<file path="config.mk">
export PLATFORM = sky130hd
export DESIGN_NAME = gin_row_receiver
export DESIGN_NICKNAME = d
export VERILOG_FILES = /design/src/rtl/gin_row_receiver.sv
export SDC_FILE = /design/constraint.sdc
export NUM_CORES = 1
export LEC_CHECK = 0
export CORE_UTILIZATION = 52
export DETAILED_ROUTE_END_ITERATION = 16
export PLACE_DENSITY = 0.91
export SLEW_MARGIN = 30
export SYNTH_ARGS = -nofsm -noshare
export SYNTH_HDL_FRONTEND = slang
export SYNTH_SLANG_ARGS = --single-unit
</file>
<file path="constraint.sdc">
create_clock -name clk -period 3.7 [get_ports clk]
set_input_delay 1.11 -clock clk [delete_from_list [all_inputs] [get_ports clk]]
set_output_delay 1.11 -clock clk [all_outputs]
set_load 0.05 [all_outputs]
</file>
<file path="src/rtl/gin_row_receiver.sv">
// gin_row_receiver: row-level GIN endpoint that matches X/Y tags against scanned IDs and multicasts payloads to PEs
module gin_row_receiver #(
  parameter int NUMS_PE_COL = 8,
  parameter int XID_BITS    = 4,
  parameter int YID_BITS    = 3,
  parameter int DATA_SIZE   = 32
) (
  input  logic                   clk,
  input  logic                   rst,
  input  logic                   set_XID,
  input  logic [XID_BITS-1:0]    XID_scan_in,
  input  logic                   set_YID,
  input  logic [YID_BITS-1:0]    YID_scan_in,
  input  logic                   in_valid,
  output logic                   in_ready,
  input  logic [DATA_SIZE-1:0]   in_data,
  input  logic [XID_BITS-1:0]    tag_X,
  input  logic [YID_BITS-1:0]    tag_Y,
  output logic [NUMS_PE_COL-1:0] PE_valid,
  input  logic [NUMS_PE_COL-1:0] PE_ready,
  output logic [DATA_SIZE-1:0]   PE_data,
  output logic [15:0]            deliver_cnt,
  output logic [15:0]            drop_cnt
);
  typedef enum logic {IDLE, DELIVER} state_t;
  state_t                 state_q, state_d;
  logic [XID_BITS-1:0]    xid_q [NUMS_PE_COL];
  logic [XID_BITS-1:0]    xid_d [NUMS_PE_COL];
  logic [YID_BITS-1:0]    yid_q, yid_d;
  logic [NUMS_PE_COL-1:0] pend_q, pend_d, mask;
  logic [DATA_SIZE-1:0]   data_q, data_d;
  logic [15:0]            dcnt_q, dcnt_d, xcnt_q, xcnt_d;
  logic                   row_hit;
  assign row_hit = tag_Y == yid_q;
  for (genvar i = 0; i < NUMS_PE_COL; i++) begin : g_mask
    assign mask[i] = row_hit && (xid_q[i] == tag_X);
  end
  // Column-ID shift chain and row-ID load; independent of the delivery FSM
  always_comb begin
    xid_d = xid_q;
    yid_d = set_YID ? YID_scan_in : yid_q;
    if (set_XID) begin
      xid_d[0] = XID_scan_in;
      for (int k = 1; k < NUMS_PE_COL; k++) xid_d[k] = xid_q[k-1];
    end
  end
  // Accept/drop in IDLE, drain the pending mask in DELIVER
  always_comb begin
    state_d = state_q;
    pend_d  = pend_q;
    data_d  = data_q;
    dcnt_d  = dcnt_q;
    xcnt_d  = xcnt_q;
    if (state_q == IDLE) begin
      if (in_valid && |mask) begin
        pend_d  = mask;
        data_d  = in_data;
        state_d = DELIVER;
      end else if (in_valid) begin
        xcnt_d = xcnt_q + 16'd1;
      end
    end else begin
      pend_d = pend_q & ~PE_ready;
      if (pend_d == '0) begin
        state_d = IDLE;
        dcnt_d  = dcnt_q + 16'd1;
      end
    end
  end
  // State registers; reset abandons any in-flight packet and restores all-ones IDs
  always_ff @(posedge clk) begin
    if (rst) begin
      state_q <= IDLE;
      pend_q  <= '0;
      data_q  <= '0;
      dcnt_q  <= '0;
      xcnt_q  <= '0;
      yid_q   <= '1;
      for (int k = 0; k < NUMS_PE_COL; k++) xid_q[k] <= '1;
    end else begin
      state_q <= state_d;
      pend_q  <= pend_d;
      data_q  <= data_d;
      dcnt_q  <= dcnt_d;
      xcnt_q  <= xcnt_d;
      yid_q   <= yid_d;
      xid_q   <= xid_d;
    end
  end
  assign in_ready    = state_q == IDLE;
  assign PE_valid    = state_q == DELIVER ? pend_q : '0;
  assign PE_data     = data_q;
  assign deliver_cnt = dcnt_q;
  assign drop_cnt    = xcnt_q;
endmodule
</file>
==> out/qor.yml <==
netlist_area_um2: 4780
synth-seq-cells: 108
synthTopCellsByCount: "dfxtp_1 (108), nand2_1 (82), a21oi_1 (49)"
report.final.slew_viol_count: 0
crit_slowest_cell: "o21a_1"
dieWidth_um: 97.9
grt_pass1_wl_um: 19400
synth.most_common_cell: "dfxtp_1"
slew_headroom_pct: 47.7
crit_family: "compound AO/OA/AOI/OAI gates"
syn_inst: 545
placed_cell_area_um2: 6130
cp-start-kind: "input pin"
hold_class: "flop to flop"
worstPathMaxFanout: 27
yosysWarnings: 0
timing.final.ws_setup_ps: 316
critPathArrivalTime_ps: 3640
cts_setup_buffers: 0
root_buffer: "clkbuf_8"
yosys.area.top_type: "dfxtp_1"
status: "finished with violations"
synth_ff_type: "dfxtp_1"
drive_gt1_share_pct: 4.70
design_area_um2: 6350
synth_edf_count: 0
finalNetCount: 717
dp_slack_ps: 42.7
power_density_nw_per_um2: 370
drv_cap: 0
rsz0062_at_grt: "false"
grt_overflow: 0
cpMostUsedCell: "nand4_1"
tightest_slew_ps: 784
detail_route.wirelength_um: 12000
antenna_found_initial: 0
synth_area_leaders: "dfxtp_1 (45%), xnor2_1 (7.7%), nand2_1 (6.4%)"
syn_nets: 606
clk_latency_ps: 370
io_pins: 132
yosysUniqueCellTypes: 36
grt_usage_pct: 24.8
fin_tns_setup_ps: 0
syn_to_final_growth_pct: 32.8
row_count: 34
fmax_mhz: 295
drtPass1Iterations: 11
slowest_delay_ps: 660
min_period_ps: 3380
cts_buffer_depth: 2
p_leak_nw: 2.15
grt_pass1_vias: 4206
drtIter0Drc: 173
cp-end-kind: "flop"
place_congestion: 0.996
critPathRequiredTime_ps: 3950
crit_type: "input pin to flop"
synthArstFlopShare_pct: 0
start_util_pct: 54.3
path_cells: "clkdlybuf4s50_1 -> xnor2_1 -> nand4_1 -> nand4_1 -> o21a_1 -> nand3b_1 -> mux2_2"
post_cts_resized: 0
diodes: 0
antenna_left: 0
wl_per_cell_um: 15.7
critical_path_buf_inv_count: 1
cts_buffers: 9
viasPerCell: 5.62
route.detailed.drc: 10
max-vdd-ir-drop_v: 0.000242
avgSynthCellArea_um2: 8.78
seq_area_frac_synth_pct: 45.2
violations: "design-rule violations"
core_area_um2: 8810
cts_tree: "done"
port_buffers: 131
synthDominantCellAreaShare_pct: 45.2
skew_ps: 14.6
die_height_um: 97.9
cts_max_level: 3
finalSetupViolations: 0
die_area_um2: 9590
ctsHoldBuffers: 0
path_clk_slew_ps: 100
clock-sinks: 108
finalHoldViolCount: 0
period_share_pct: 91.5
dp_hpwl_um: 8530
grt_max_degree: 82
dr_total_vias: 4315
-- routing by layer --
metal | share of wire [%] | routed length [um] | global-route usage, %
met1 | 39 | 4710 | 28.0
met3 | 4.5 | 538 | 4.80
met5 | 0 | 0 | 0
met4 | 3.4 | 404 | 10.4
met2 | 53 | 6380 | 45.5
-- stage by stage --
| stage | total power (W) | instances | hold WS (ps) | util, % |
|---|---|---|---|---|
| 2_1_floorplan | 0.00145 | 545 | 472 | - |
| 3_3_place_gp | 0.00157 | 753 | 441 | 69.6 |
| 3_5_place_dp | 0.00158 | 753 | 447 | 69.6 |
| 4_1_cts | 0.00236 | 768 | 461 | 72.1 |
| 5_1_grt | 0.00244 | 768 | 476 | 72.2 |
| 6_report | 0.00235 | 768 | 457 | 72.2 |
-- cell families after synthesis --
| logic type | count (synthesis) | share of synthesized area [%] |
|---|---|---|
| AO/OA/AOI/OAI | 112 | 15.7 |
| XOR/XNOR | 48 | 8.79 |
| adder cells (fa/ha/maj) | 2 | 0.523 |
| buffers and inverters | 49 | 4.58 |
| flip-flops | 108 | 45.2 |
| multiplexers | 4 | 0.889 |
| AND/OR/NAND/NOR | 222 | 24.3 |
-- worst paths after layout --
| kind | end | from | slack [ps] | cells past startpoint |
|---|---|---|---|---|
| setup reg to reg | deliver_cnt[14] | state_q | 1460 | 6 |
| setup / recovery | drop_cnt[6] | tag_X[3] | 320 | 7 |
| hold reg to reg | PE_data[22] | PE_data[22] | 460 | 2 |
| hold / removal | PE_data[22] | PE_data[22] | 460 | 2 |
-- final cells by class --
cell class,instances,area [um^2]
Clock buffer,10,138
Fill cell,664,2450
Inverter,9,33.8
Tap cell,108,135
Timing Repair Buffer,140,1390
Sequential cell,108,2160
Clock inverter,5,85.1
Multi-Input combinational cell,388,2410
-- sequential cells by signal, indices dropped and copies added, names as in the netlist --
name         flops
deliver_cnt     16
yid_q            3
PE_data         32
state_q          1
pend_q           8
drop_cnt        16
xid_q           32
-- report_power, final --
group	internal (W)	switching [W]	leakage [nW]	total [W]
registers	0.00120	0.0000338	0.879	0.00123
clock network	0.000400	0.000390	0.109	0.000790
logic	0.000158	0.000168	1.16	0.000326
-- layout by cell type (no fill, tap or decap), drive strengths merged, types with 11 or more instances in the layout --
master	netlist	final
clkdlybuf4s50	0	129
dfxtp	108	108
nand2	82	82
a21oi	49	49
xnor2	42	42
nor2b	42	42
a211o	35	35
nand4	18	18
nor2	17	17
o31ai	16	16
and2	11	11
buf	9	11
-- worst register-to-register path: stages (launching register included) --
cell,delay [ps]
dfxtp_1,680
inv_1,170
a21oi_1,260
nand4_1,340
nor3_1,420
xnor2_1,190
nor2_1,60
Note: power is estimated with default switching activity, not from simulation.
